$ cat config.mk
export PLATFORM = sky130hd
export DESIGN_NAME = dot_operand_sequencer_flat
export DESIGN_NICKNAME = d
export VERILOG_FILES = /design/src/rtl/dot_operand_sequencer_if.sv /design/src/rtl/dot_operand_sequencer.sv /design/src/flat_wrapper.sv
export SDC_FILE = /design/constraint.sdc
export NUM_CORES = 1
export LEC_CHECK = 0
export BUFFER_PORTS_ARGS = -buffer_cell sky130_fd_sc_hd__buf_2
export CORE_MARGIN = 3
export CORE_UTILIZATION = 47
export CTS_CLUSTER_SIZE = 10
export DETAILED_ROUTE_END_ITERATION = 10
export GPL_TIMING_DRIVEN = 1
export PLACE_DENSITY = 0.74
export SKIP_LAST_GASP = 1
export SLEW_MARGIN = 30
export SYNTH_ARGS = -nofsm -noshare
export SYNTH_HDL_FRONTEND = slang
export SYNTH_SLANG_ARGS = --single-unit
$ cat constraint.sdc
create_clock -name aclk -period 3 [get_ports aclk]
set_input_delay 0.6 -clock aclk [delete_from_list [all_inputs] [get_ports aclk]]
set_output_delay 0.6 -clock aclk [all_outputs]
set_load 0.005 [all_outputs]
$ cat src/rtl/dot_operand_sequencer_if.sv
// Signal bundle between the operand sequencer, its upstream A/B stream,
// the FP dot-product unit and the downstream result consumer.
interface dot_operand_sequencer_if #(
   parameter int DATA_W = 32
);
   logic [DATA_W-1:0] s_a_tdata;
   logic [DATA_W-1:0] s_b_tdata;
   logic              s_tvalid;
   logic              s_tready;

   logic [DATA_W-1:0] mul_A;
   logic [DATA_W-1:0] mul_B;
   logic              mul_valid;
   logic              mul_acc_sign;
   logic              mul_finish;
   logic              mul_sendable;
   logic [DATA_W-1:0] mul_result;

   logic [DATA_W-1:0] m_res_tdata;
   logic              m_res_tvalid;
   logic              m_res_tready;
   logic              m_res_tlast;

   modport master (
      input  s_a_tdata, s_b_tdata, s_tvalid,
      output s_tready,
      output mul_A, mul_B, mul_valid, mul_acc_sign, mul_finish,
      input  mul_sendable, mul_result,
      output m_res_tdata, m_res_tvalid, m_res_tlast,
      input  m_res_tready
   );

   modport slave (
      output s_a_tdata, s_b_tdata, s_tvalid,
      input  s_tready,
      input  mul_A, mul_B, mul_valid, mul_acc_sign, mul_finish,
      output mul_sendable, mul_result,
      input  m_res_tdata, m_res_tvalid, m_res_tlast,
      output m_res_tready
   );
endinterface

$ cat src/rtl/dot_operand_sequencer.sv
// Splits a joint A/B operand stream into dot products of cfg_len pairs for the
// FP dot-product unit and returns each unit result on a valid/ready stream.
module dot_operand_sequencer #(
   parameter int DATA_W  = 32,
   parameter int LEN_W   = 16,
   parameter int TIMEOUT = 1024
) (
   input  logic                    aclk,
   input  logic                    areset,
   input  logic                    cfg_start,
   input  logic [LEN_W-1:0]        cfg_len,
   input  logic [LEN_W-1:0]        cfg_num_dots,
   dot_operand_sequencer_if.master bus,
   output logic                    busy,
   output logic                    err_cfg,
   output logic                    err_timeout
);

   localparam int                WAIT_W    = (TIMEOUT > 1) ? $clog2(TIMEOUT) : 1;
   localparam logic [WAIT_W-1:0] WAIT_LAST = WAIT_W'(TIMEOUT - 1);

   typedef enum logic [1:0] {
      S_IDLE,
      S_FEED,
      S_DRAIN,
      S_OUT
   } state_t;

   state_t            r_state;
   state_t            w_state_nxt;

   logic [LEN_W-1:0]  r_len;
   logic [LEN_W-1:0]  r_num_dots;
   logic [LEN_W-1:0]  r_elem_cnt;
   logic [LEN_W-1:0]  r_dot_cnt;
   logic [WAIT_W-1:0] r_wait_cnt;

   logic [DATA_W-1:0] r_mul_a;
   logic [DATA_W-1:0] r_mul_b;
   logic              r_mul_valid;
   logic              r_mul_acc_sign;
   logic              r_mul_finish;
   logic [DATA_W-1:0] r_res_tdata;
   logic              r_res_tvalid;
   logic              r_res_tlast;
   logic              r_err_cfg;

   logic              w_cfg_ok;
   logic              w_s_tready;
   logic              w_s_hs;
   logic              w_last_pair;
   logic              w_last_dot;
   logic              w_res_hs;
   logic              w_timeout;

   // elem_cnt may reach len (one past the last index), so the compare below
   // never needs the counter to wrap even for len = 2^LEN_W-1.
   always_comb begin
      w_cfg_ok    = (cfg_len != '0) && (cfg_num_dots != '0);
      w_s_tready  = (r_state == S_FEED) && (r_elem_cnt < r_len);
      w_s_hs      = w_s_tready && bus.s_tvalid;
      w_last_pair = (r_elem_cnt == (r_len - LEN_W'(1)));
      w_last_dot  = (r_dot_cnt == (r_num_dots - LEN_W'(1)));
      w_res_hs    = (r_state == S_OUT) && bus.m_res_tready;
      w_timeout   = (r_state == S_DRAIN) && !bus.mul_sendable && (r_wait_cnt == WAIT_LAST);
   end

   always_ff @(posedge aclk) begin
      if (areset) r_state <= S_IDLE;
      else        r_state <= w_state_nxt;
   end

   // NOTE: every combinational output gets a default before the case, so no
   // path through the block leaves it unassigned and no latch is inferred.
   always_comb begin
      w_state_nxt = r_state;
      unique case (r_state)
         S_IDLE:  if (cfg_start && w_cfg_ok) w_state_nxt = S_FEED;
         S_FEED:  if (w_s_hs && w_last_pair) w_state_nxt = S_DRAIN;
         S_DRAIN: begin
            // A result arriving on the timeout cycle still wins.
            if (bus.mul_sendable) w_state_nxt = S_OUT;
            else if (w_timeout)   w_state_nxt = S_IDLE;
         end
         S_OUT:   if (w_res_hs) w_state_nxt = w_last_dot ? S_IDLE : S_FEED;
         default: w_state_nxt = S_IDLE;
      endcase
   end

   // NOTE: sequential state uses non-blocking assignments only, so every
   // register samples the pre-edge value of the others regardless of order.
   // The synchronous reset also clears the data buses, not just control.
   always_ff @(posedge aclk) begin
      if (areset) begin
         r_len          <= '0;
         r_num_dots     <= '0;
         r_elem_cnt     <= '0;
         r_dot_cnt      <= '0;
         r_wait_cnt     <= '0;
         r_mul_a        <= '0;
         r_mul_b        <= '0;
         r_mul_valid    <= 1'b0;
         r_mul_acc_sign <= 1'b0;
         r_mul_finish   <= 1'b0;
         r_res_tdata    <= '0;
         r_res_tvalid   <= 1'b0;
         r_res_tlast    <= 1'b0;
         r_err_cfg      <= 1'b0;
      end else begin
         r_err_cfg      <= (r_state == S_IDLE) && cfg_start && !w_cfg_ok;
         r_mul_valid    <= w_s_hs;
         r_mul_acc_sign <= w_s_hs && (r_elem_cnt != '0);
         r_mul_finish   <= w_s_hs && w_last_pair;
         if (w_s_hs) begin
            r_mul_a <= bus.s_a_tdata;
            r_mul_b <= bus.s_b_tdata;
         end

         case (r_state)
            S_IDLE: begin
               if (cfg_start && w_cfg_ok) begin
                  r_len      <= cfg_len;
                  r_num_dots <= cfg_num_dots;
                  r_elem_cnt <= '0;
                  r_dot_cnt  <= '0;
               end
            end
            S_FEED: begin
               if (w_s_hs) begin
                  r_elem_cnt <= r_elem_cnt + LEN_W'(1);
                  if (w_last_pair) r_wait_cnt <= '0;
               end
            end
            S_DRAIN: begin
               if (bus.mul_sendable) begin
                  r_res_tdata  <= bus.mul_result;
                  r_res_tvalid <= 1'b1;
                  r_res_tlast  <= w_last_dot;
               end else begin
                  r_wait_cnt <= r_wait_cnt + WAIT_W'(1);
               end
            end
            S_OUT: begin
               if (w_res_hs) begin
                  r_res_tvalid <= 1'b0;
                  r_res_tlast  <= 1'b0;
                  if (!w_last_dot) begin
                     r_dot_cnt  <= r_dot_cnt + LEN_W'(1);
                     r_elem_cnt <= '0;
                  end
               end
            end
            default: ;
         endcase
      end
   end

   assign bus.s_tready     = w_s_tready;
   assign bus.mul_A        = r_mul_a;
   assign bus.mul_B        = r_mul_b;
   assign bus.mul_valid    = r_mul_valid;
   assign bus.mul_acc_sign = r_mul_acc_sign;
   assign bus.mul_finish   = r_mul_finish;
   assign bus.m_res_tdata  = r_res_tdata;
   assign bus.m_res_tvalid = r_res_tvalid;
   assign bus.m_res_tlast  = r_res_tlast;
   assign busy             = (r_state != S_IDLE);
   assign err_cfg          = r_err_cfg;
   assign err_timeout      = w_timeout;

endmodule

$ cat src/flat_wrapper.sv
// flat-port wrapper written by rule: the top's interface ports become plain ports
module dot_operand_sequencer_flat 
#(
   parameter int DATA_W  = 32,
   parameter int LEN_W   = 16,
   parameter int TIMEOUT = 1024
)
  (aclk, areset, cfg_start, cfg_len, cfg_num_dots, busy, err_cfg, err_timeout, bus_s_a_tdata, bus_s_b_tdata, bus_s_tvalid, bus_s_tready, bus_mul_A, bus_mul_B, bus_mul_valid, bus_mul_acc_sign, bus_mul_finish, bus_mul_sendable, bus_mul_result, bus_m_res_tdata, bus_m_res_tvalid, bus_m_res_tlast, bus_m_res_tready);
  dot_operand_sequencer_if #(.DATA_W(DATA_W)) bus_i ();
  input  logic aclk;
  input  logic areset;
  input  logic cfg_start;
  input  logic [LEN_W-1:0] cfg_len;
  input  logic [LEN_W-1:0] cfg_num_dots;
  output logic busy;
  output logic err_cfg;
  output logic err_timeout;
  input wire logic [$bits(bus_i.s_a_tdata)-1:0] bus_s_a_tdata;
  input wire logic [$bits(bus_i.s_b_tdata)-1:0] bus_s_b_tdata;
  input wire logic [$bits(bus_i.s_tvalid)-1:0] bus_s_tvalid;
  output wire logic [$bits(bus_i.s_tready)-1:0] bus_s_tready;
  output wire logic [$bits(bus_i.mul_A)-1:0] bus_mul_A;
  output wire logic [$bits(bus_i.mul_B)-1:0] bus_mul_B;
  output wire logic [$bits(bus_i.mul_valid)-1:0] bus_mul_valid;
  output wire logic [$bits(bus_i.mul_acc_sign)-1:0] bus_mul_acc_sign;
  output wire logic [$bits(bus_i.mul_finish)-1:0] bus_mul_finish;
  input wire logic [$bits(bus_i.mul_sendable)-1:0] bus_mul_sendable;
  input wire logic [$bits(bus_i.mul_result)-1:0] bus_mul_result;
  output wire logic [$bits(bus_i.m_res_tdata)-1:0] bus_m_res_tdata;
  output wire logic [$bits(bus_i.m_res_tvalid)-1:0] bus_m_res_tvalid;
  output wire logic [$bits(bus_i.m_res_tlast)-1:0] bus_m_res_tlast;
  input wire logic [$bits(bus_i.m_res_tready)-1:0] bus_m_res_tready;
  assign bus_i.s_a_tdata = bus_s_a_tdata;
  assign bus_i.s_b_tdata = bus_s_b_tdata;
  assign bus_i.s_tvalid = bus_s_tvalid;
  assign bus_s_tready = bus_i.s_tready;
  assign bus_mul_A = bus_i.mul_A;
  assign bus_mul_B = bus_i.mul_B;
  assign bus_mul_valid = bus_i.mul_valid;
  assign bus_mul_acc_sign = bus_i.mul_acc_sign;
  assign bus_mul_finish = bus_i.mul_finish;
  assign bus_i.mul_sendable = bus_mul_sendable;
  assign bus_i.mul_result = bus_mul_result;
  assign bus_m_res_tdata = bus_i.m_res_tdata;
  assign bus_m_res_tvalid = bus_i.m_res_tvalid;
  assign bus_m_res_tlast = bus_i.m_res_tlast;
  assign bus_i.m_res_tready = bus_m_res_tready;
  dot_operand_sequencer #(.DATA_W(DATA_W), .LEN_W(LEN_W), .TIMEOUT(TIMEOUT)) u_core (.aclk(aclk), .areset(areset), .cfg_start(cfg_start), .cfg_len(cfg_len), .cfg_num_dots(cfg_num_dots), .bus(bus_i), .busy(busy), .err_cfg(err_cfg), .err_timeout(err_timeout));
endmodule
==> results.cfg, run 1 <==
[status]
status = finished with violations
violations = negative setup slack

[floorplanning]
die_area_mm2 = 0.0196
rows = 48
chipWidth_um = 140
coreArea_mm2 = 0.0174
die_h_um = 140
start_util = 0.485
ios = 239

[timing]
report.final.slew_viol_count = 0
skew_ns = 0.0178
max_clock_freq_ghz = 0.326
setup_tns_ns = -0.455
whs_ns = 0.383
post-route-min-period_ns = 3.07
slew_headroom = 0.548
worst_pin_slew_ns = 0.678
finalCritPeriodShare = 1.02
rsz0062_at_grt = true
setup_viol = 12
hold_viol = 0
final_critical_path_setup_slack_ns = -0.0685

[global_route]
grt_start_max_net_pins = 105
grt_pass1_wl_um = 39400
antenna_found_initial = 1
grt_pass1_vias = 8053
grt-ovfl-total = 0
grt_util_all_layers = 0.241

[min_path]
holdPathStages = 3
min_path_type = in -> reg
hold_start = bus_mul_result[18]
hold_path_end = u_core.bus.m_res_tdata[18]

[logic_synthesis]
synth_area_leader_cell = dfxtp_1
yosys_register_bits = 178
syn-mean-instance-area_um2 = 7.78
synthArstFlopShare = 0
synth-edff-count = 0
syn_area_mm2 = 0.00844
synth_flop_cell = dfxtp_1
ys_seq_area_frac = 0.422
synth.distinct_cells = 63
synth_fp_nets = 1241
synth_area_leaders = dfxtp_1 (42%), nand2_1 (13%), a21oi_1 (9.7%), ha_1 (3.3%), clkbuf_1 (2.4%)
yosysWarnings = 0
synth_top_area_frac = 0.422
postSynthCellCount = 1085

[cts]
htree_levels = 4
postCtsHoldBufs = 0
clockBufferDepth = 2
numCtsBuffers = 17
cts-root-buf = clkbuf_16
cts_tree = yes
clock-sinks = 178
insertion_delay_ns = 0.44
clkTransAtPathRegs_ns = 0.08

[critical_path]
end_kind = flop
regToRegSetupSlack_ns = -0.07
reg2regPathDepth = 10
r2r_end = u_core.r_wait_cnt[8]
cp_max_fo = 6
cp-start-kind = flop
cp_data_required_time_ns = 3.30
arrival_ns = 3.37
crit_type = reg -> reg
r2r_start = u_core.r_len[1]

[drt]
drc = 0
vias = 8591
wl_per_cell_um = 15.4
postRouteWirelength_um = 24400
drt-initial-drc-count = 619
routed_via_density = 5.42
drtPass1Iterations = 5
ant_nets = 0

[placement]
io_buffers = 238
dp_hpwl_um = 17300
place_area_mm2 = 0.0101
finalWeightedCongestion = 0.844
dpl_worst_slack_ns = -0.258

[power_and_ir_drop]
cellPowerDensity_mw_per_mm2 = 507
p_leak_nw = 4.54
power_w = 0.00556
irDropWorstVdd_mv = 0.495

[final_layout]
drive_above_1_share = 0.288
stdcell_area_mm2 = 0.0110
final_cell_mix = nand2_1 (292), buf_2 (237), dfxtp_1 (169), a21oi_1 (162), buf_4 (62)
fin_nets = 1501
syn_to_final_growth_pct = 30.0
nFillCells = 1555
regArea_mm2 = 0.00357
multi_input_area_mm2 = 0.00459
layout_commonest_cell = nand2_1

[run]
drv_cap = 0
## per-layer routing
layer	vias to the layer above	track usage	wire [um]
li1	4290	-	-
met1	3963	0.311	10600
met2	304	0.393	11500
met3	34	0.0676	1890
met4	0	0.0745	442
met5	-	0	0
## worst max-delay path, cell delays in order (launching register included)
cell	delay [ns]
dfxtp_2	0.33
inv_2	0.07
ha_4	0.13
or4b_4	0.46
or4_4	0.50
a21oi_4	0.15
o32ai_1	0.09
or4_1	0.43
or4b_4	0.55
a22oi_2	0.14
a211oi_1	0.09
## sequential cells by signal, indices dropped and copies added (netlist names)
name / flops
u_core.bus.m_res_tlast: 1
u_core.err_cfg: 1
u_core.r_len: 16
u_core.r_elem_cnt: 16
u_core.bus.mul_finish: 1
u_core.bus.mul_B: 32
u_core.r_wait_cnt: 10
u_core.bus.mul_A: 32
u_core.bus.mul_acc_sign: 1
u_core.bus.m_res_tdata: 32
u_core.r_dot_cnt: 16
u_core.bus.mul_valid: 1
u_core.bus.m_res_tvalid: 1
u_core.r_state: 2
u_core.r_num_dots: 16
## timing repair
item	4_1_cts	5_1_grt
setup buffers	6	3
pin swaps	0	12
gates resized for setup	6	29
gates cloned	0	3
endpoints found under the setup margin	7	39
## worst max-delay path by stage
| stage | from | end | cells after the start |
|---|---|---|---|
| 3_3_place_gp | u_core.r_len[1] | u_core.r_wait_cnt[8] | 11 |
| 4_1_cts | u_core.r_len[1] | u_core.r_wait_cnt[8] | 10 |
| 5_1_grt | u_core.r_len[1] | u_core.r_wait_cnt[2] | 17 |
| 3_5_place_dp | u_core.r_len[1] | u_core.r_wait_cnt[8] | 9 |
| 2_1_floorplan | u_core.r_len[1] | u_core.r_wait_cnt[8] | 12 |
| 6_report | u_core.r_len[1] | u_core.r_wait_cnt[8] | 10 |
## per-stage QoR
step,util,cells
after floorplan,-,1085
after global placement,0.581,1539
after detailed placement,0.581,1539
after CTS,0.619,1577
after global routing,0.630,1584
final,0.630,1584
## cell usage after synthesis, types with 4 or more instances
| master | number |
|---|---|
| nand2_1 | 293 |
| dfxtp_1 | 178 |
| a21oi_1 | 164 |
| clkbuf_1 | 54 |
| nor2_1 | 34 |
| inv_1 | 29 |
| nand3_1 | 28 |
| ha_1 | 22 |
| or4_1 | 21 |
| xnor2_1 | 21 |
| xor2_1 | 20 |
| or3_1 | 19 |
| nor4_1 | 18 |
| nor3_1 | 17 |
| nand4_1 | 15 |
| o21ai_1 | 13 |
| o211ai_1 | 11 |
| o21ai_0 | 11 |
| o31ai_1 | 11 |
| nand2b_1 | 8 |
| nor2b_1 | 7 |
| a31oi_1 | 6 |
| nor4b_1 | 6 |
| buf_6 | 5 |
| a21o_1 | 4 |
| and2_1 | 4 |
| and3_1 | 4 |
| and4_1 | 4 |
| buf_1 | 4 |
## kinds of logic after synthesis
family / count (synthesis) / synth area share
simple gates: 496 / 0.276
compound gates: 246 / 0.170
fa+ha+maj: 22 / 0.0326
mux: 5 / 0.00622
flops: 178 / 0.422
xor+xnor: 41 / 0.0425
buf+inv: 97 / 0.0511
## layout make-up
cell class / instances / area share
Multi-Input combinational cell: 810 / 0.418
Sequential cell: 178 / 0.326
Timing Repair Buffer: 308 / 0.167
Clock buffer: 18 / 0.0391
Tap cell: 225 / 0.0257
Clock inverter: 14 / 0.0145
Inverter: 30 / 0.0103
Antenna cell: 1 / 0.000228
## power by group
part | switching, W | internal, W
logic | 0.000462 | 0.000387
registers | 0.0000517 | 0.00243
clock network | 0.00110 | 0.00112
total | 0.00162 | 0.00394
Power figures use the tool's default switching activity.
==> run 2: changes to the inputs <==
--- a/config.mk
+++ b/config.mk
@@ -5,9 +5,10 @@
 export SDC_FILE = /design/constraint.sdc
 export NUM_CORES = 1
 export LEC_CHECK = 0
+export ABC_AREA = 1
 export BUFFER_PORTS_ARGS = -buffer_cell sky130_fd_sc_hd__buf_2
 export CORE_MARGIN = 3
-export CORE_UTILIZATION = 47
+export CORE_UTILIZATION = 48
 export CTS_CLUSTER_SIZE = 10
 export DETAILED_ROUTE_END_ITERATION = 10
 export GPL_TIMING_DRIVEN = 1
==> results.cfg, run 2 <==
[timing]
hold_viol = 0
setup_viol = 0
final_critical_path_setup_slack_ns = 0.327
skew_ns = 0.0106
finalCritPeriodShare = 0.891
whs_ns = 0.390
max_clock_freq_ghz = 0.374
worst_pin_slew_ns = 0.682
report.final.slew_viol_count = 0
post-route-min-period_ns = 2.67
rsz0062_at_grt = false
setup_tns_ns = 0
slew_headroom = 0.545

[placement]
place_area_mm2 = 0.0105
dp_hpwl_um = 18300
finalWeightedCongestion = 0.929
dpl_worst_slack_ns = 0.222
io_buffers = 238

[cts]
cts-root-buf = clkbuf_16
clockBufferDepth = 2
cts_tree = yes
htree_levels = 4
numCtsBuffers = 17
post_cts_buffers = 0
postCtsHoldBufs = 0
cts_resized = 0
clock-sinks = 178
clkTransAtPathRegs_ns = 0.08
insertion_delay_ns = 0.44

[critical_path]
path_cells = inv_1, nor2_1, inv_1, nor2_1, inv_1, nor2_1, buf_2
cp_data_required_time_ns = 2.40
cp_top_family = simple AND/OR/NAND/NOR gates
end_kind = primary output
r2r_start = u_core.r_elem_cnt[3]
regToRegSetupSlack_ns = 0.45
r2r_end = u_core.r_wait_cnt[8]
cp_max_fo = 8
arrival_ns = 2.07
reg2regPathDepth = 13
path_buf_inv = 4
cp-start-kind = flop
crit_type = reg -> out
crit_path_max_incr_delay_ns = 0.36
cp_slowest_cell = dfxtp_1

[logic_synthesis]
synth_area_leaders = dfxtp_1 (39%), nand2_1 (15%), a21oi_1 (8.6%), nor2_1 (4.4%), xor2_1 (3.7%)
synth_top_area_frac = 0.388
yosys_register_bits = 178
synth_area_leader_cell = dfxtp_1
synth.distinct_cells = 42
synth_common_cells = nand2_1 (379), dfxtp_1 (178), a21oi_1 (157)
synth_fp_nets = 1468
ys_seq_area_frac = 0.388
syn_area_mm2 = 0.00918
postSynthCellCount = 1312
synthArstFlopShare = 0
synth_most_common_cell = nand2_1
synth_flop_cell = dfxtp_1
synth-edff-count = 0
yosysWarnings = 0
syn-mean-instance-area_um2 = 7.00

[status]
status = finished clean

[drt]
drtPass1Iterations = 5
routed_via_density = 5.18
ant_nets = 0
postRouteWirelength_um = 25600
drc = 0
vias = 9105
drt-initial-drc-count = 570
wl_per_cell_um = 14.6

[final_layout]
nFillCells = 1736
layout_commonest_cell = nand2_1
drive_above_1_share = 0.233
stdcell_area_mm2 = 0.0111
syn_to_final_growth_pct = 20.8
final_cell_mix = nand2_1 (379), buf_2 (237), dfxtp_1 (178), a21oi_1 (157), nor2_1 (108)
fin_nets = 1671

[floorplanning]
die_h_um = 144
start_util = 0.499
coreArea_mm2 = 0.0184
die_area_mm2 = 0.0208
ios = 239
chipWidth_um = 144
rows = 49

[global_route]
grt_start_max_net_pins = 66
grt_pass1_wl_um = 40900
grt-ovfl-total = 0
antenna_found_initial = 0
grt_pass1_vias = 8418
grt_util_all_layers = 0.242

[power_and_ir_drop]
irDropWorstVdd_mv = 0.608
p_seq_frac = 0.328
p_leak_nw = 4.86
clockPowerShare = 0.232
p_switching_w = 0.00424
swShare = 0.440
p_int_w = 0.00541
power_w = 0.00965
p_comb_frac = 0.440
cellPowerDensity_mw_per_mm2 = 870

[run]
drv_cap = 0

[min_path]
holdPathStages = 3
hold_start = bus_mul_result[15]
min_path_type = in -> reg
hold_path_end = u_core.bus.m_res_tdata[15]
-- run 2: cell count changes in the layout (fill, tap and decap cells not counted), sizes merged, moves of 11 or more --
cell | previous run | this run
nand2 | 293 | 403
inv | 37 | 98
xor2 | 20 | 39
o211ai | 11 | 0
buf | 306 | 253
or3 | 19 | 0
o31ai | 12 | 0
a21oi | 165 | 177
nand4 | 16 | 39
nand3 | 28 | 69
o21ai | 24 | 40
nor2 | 35 | 122
or4 | 22 | 0
-- run 2: per-layer routing --
| layer | part of all wire | track usage | up-vias |
|---|---|---|---|
| met5 | 0 | 0 | - |
| met1 | 0.44 | 0.321 | 4118 |
| li1 | - | - | 4693 |
| met4 | 0.016 | 0.0609 | 0 |
| met3 | 0.071 | 0.0651 | 28 |
| met2 | 0.47 | 0.393 | 266 |
-- run 2: worst max-delay path by stage --
stage | end | startpoint | cells after the start
4_1_cts | bus_s_tready | u_core.r_elem_cnt[0] | 11
5_1_grt | err_timeout | u_core.r_state[1] | 7
2_1_floorplan | u_core.r_elem_cnt[10] | u_core.r_len[9] | 13
6_report | err_timeout | u_core.r_state[1] | 7
3_5_place_dp | u_core.r_dot_cnt[1] | cfg_len[11] | 12
3_3_place_gp | u_core.r_dot_cnt[1] | cfg_len[11] | 12
-- run 2: layout make-up --
cell class | count | area, um2 | share of cell area
Clock inverter | 14 | 160 | 0.0144
Clock buffer | 18 | 429 | 0.0387
Inverter | 90 | 338 | 0.0305
Antenna cell | 1 | 2.50 | 0.000226
Tap cell | 229 | 287 | 0.0258
Sequential cell | 178 | 3560 | 0.321
Multi-Input combinational cell | 975 | 4960 | 0.448
Timing Repair Buffer | 253 | 1340 | 0.121
-- run 2: power groups by stage --
stage               Clock, W  Combinational (W)  Sequential (W)
floorplan                  0            0.00314         0.00316
global placement           0            0.00414         0.00320
detailed placement         0            0.00421         0.00320
CTS                  0.00228            0.00424         0.00316
global route         0.00236            0.00481         0.00322
finish               0.00224            0.00425         0.00316
-- run 2: cell families (layout without fill, tap and decap cells) --
kind of cell,after synthesis,in the layout,synth area share
buf+inv,159,375,0.0711
flops,178,178,0.388
xor+xnor,53,53,0.0521
other cells,0,1,0
simple gates,678,678,0.327
fa+ha+maj,22,22,0.0300
compound gates,222,222,0.132
-- run 2: worst reg2reg max path, stage by stage (launching register included) --
cell	delay, ns
dfxtp_1	0.54
ha_1	0.31
a21oi_1	0.13
o21ai_0	0.13
nand2_1	0.08
nand2_1	0.10
nand2_1	0.11
nand3_2	0.18
inv_2	0.15
nand3_2	0.21
nand2_2	0.26
inv_1	0.08
nor2_1	0.10
nor2_1	0.06
-- run 2: through the flow --
step / instances / utilization
2_1_floorplan: 1312 / -
3_3_place_gp: 1725 / 0.571
3_5_place_dp: 1725 / 0.571
4_1_cts: 1757 / 0.603
5_1_grt: 1757 / 0.603
6_report: 1758 / 0.603
==> run 3: changes to the inputs <==
--- a/config.mk
+++ b/config.mk
@@ -13,6 +13,7 @@
 export DETAILED_ROUTE_END_ITERATION = 10
 export GPL_TIMING_DRIVEN = 1
 export PLACE_DENSITY = 0.74
+export RECOVER_POWER = 25
 export SKIP_LAST_GASP = 1
 export SLEW_MARGIN = 30
 export SYNTH_ARGS = -nofsm -noshare
==> results.cfg, run 3 (same netlist as run 2, synthesis figures left out) <==
[timing]
whs_ns = 0.391
slew_headroom = 0.540
rsz0062_at_grt = false
setup_viol = 0
finalCritPeriodShare = 0.894
hold_viol = 0
skew_ns = 0.0114
worst_pin_slew_ns = 0.689
setup_tns_ns = 0
report.final.slew_viol_count = 0
post-route-min-period_ns = 2.68
max_clock_freq_ghz = 0.373

[final_layout]
nFillCells = 1768
drive_above_1_share = 0.196
post-route-util = 0.599
fin_nets = 1671
layout_commonest_cell = nand2_1
stdcell_area_mm2 = 0.0110
syn_to_final_growth_pct = 20.0
final_cell_mix = nand2_1 (379), buf_2 (180), dfxtp_1 (178), a21oi_1 (157), nor2_1 (108)

[cts]
clkTransAtPathRegs_ns = 0.08
cts_resized = 0
htree_levels = 4
clock-sinks = 178
cts-root-buf = clkbuf_16
post_cts_buffers = 0
insertion_delay_ns = 0.44
clockBufferDepth = 2
cts_tree = yes
numCtsBuffers = 17
postCtsHoldBufs = 0

[power_and_ir_drop]
irDropWorstVdd_mv = 0.605
swShare = 0.440
p_switching_w = 0.00424
clockPowerShare = 0.232
power_w = 0.00961
p_leak_nw = 4.61
p_comb_frac = 0.438
p_int_w = 0.00538
p_seq_frac = 0.329
cellPowerDensity_mw_per_mm2 = 873

[floorplanning]
rows = 49
ios = 239
chipWidth_um = 144
die_area_mm2 = 0.0208
start_util = 0.499
coreArea_mm2 = 0.0184
die_h_um = 144

[drt]
wl_met2_um = 12200
postRouteWirelength_um = 25600
wl_met1_um = 11300
routed_via_density = 5.20
drt-initial-drc-count = 548
drc = 0
top_layer_used = met4
wl_per_cell_um = 14.6
vias = 9148
wl_met3_um = 1800
ant_nets = 0
drtPass1Iterations = 5

[critical_path]
arrival_ns = 2.08
regToRegSetupSlack_ns = 0.44
cp-start-kind = flop
reg2regPathDepth = 13
r2r_start = u_core.r_elem_cnt[3]
end_kind = primary output
cp_max_fo = 8
cp_data_required_time_ns = 2.40
crit_type = reg -> out
r2r_end = u_core.r_wait_cnt[8]
cp-startpoint = u_core.r_state[1]

[global_route]
antenna_found_initial = 0
grt-ovfl-total = 0
grt_start_max_net_pins = 66
grt_pass1_vias = 8418
grt_pass1_wl_um = 40900
grt_util_all_layers = 0.242

[min_path]
holdPathStages = 3
hold_path_end = u_core.bus.m_res_tdata[15]
hold_start = bus_mul_result[15]
min_path_type = in -> reg

[placement]
io_buffers = 238
dp_hpwl_um = 18300
place_area_mm2 = 0.0105
finalWeightedCongestion = 0.929

[run]
drv_cap = 0

[status]
status = finished clean
## run 3: cell count changes in the layout (fill, tap and decap cells not counted)
cell	delta
clkbuf_1	+55
buf_2	-57
buf_1	+2
## run 3: metal layers
metal | global-route usage | vias up
li1 | - | 4694
met1 | 0.321 | 4160
met2 | 0.393 | 272
met3 | 0.0651 | 22
met4 | 0.0609 | 0
met5 | 0 | -
## run 3: cell type report
type | count | area [um2] | share of cell area
tap | 229 | 287 | 0.0260
clock inverter | 14 | 160 | 0.0145
multi-input combinational | 975 | 4960 | 0.451
antenna | 1 | 2.50 | 0.000227
clock buffer | 18 | 429 | 0.0390
inverter | 90 | 338 | 0.0307
timing repair buffer | 253 | 1270 | 0.116
sequential | 178 | 3560 | 0.323
## run 3: critical path: stages (launching register included)
cell and delay (ns):
dfxtp_1 0.36, inv_1 0.09, nor2_1 0.21, inv_1 0.20
nor2_1 0.28, inv_1 0.22, nor2_1 0.15, buf_2 0.13
## run 3: power groups by stage
stage	Clock (W)	Sequential (W)	Combinational (W)
2_1_floorplan	0	0.00316	0.00314
3_3_place_gp	0	0.00320	0.00414
3_5_place_dp	0	0.00320	0.00421
4_1_cts	0.00228	0.00316	0.00424
5_1_grt	0.00236	0.00323	0.00478
6_report	0.00223	0.00317	0.00422
## run 3: worst max-delay path by stage
stage | to | slack (ns) | cells after the start
detailed placement | u_core.r_dot_cnt[1] | 0.22 | 12
CTS | bus_s_tready | 0.31 | 11
finish | err_timeout | 0.32 | 7
floorplan | u_core.r_elem_cnt[10] | 0.96 | 13
global route | err_timeout | 0.12 | 7
global placement | u_core.r_dot_cnt[1] | 0.25 | 12
## run 3: per-stage QoR
| stage | setup WS (ns) | cells |
|---|---|---|
| finish | 0.317 | 1758 |
| global route | 0.116 | 1757 |
| CTS | 0.311 | 1757 |
| detailed placement | 0.222 | 1725 |
| global placement | 0.249 | 1725 |
| floorplan | 0.961 | 1312 |
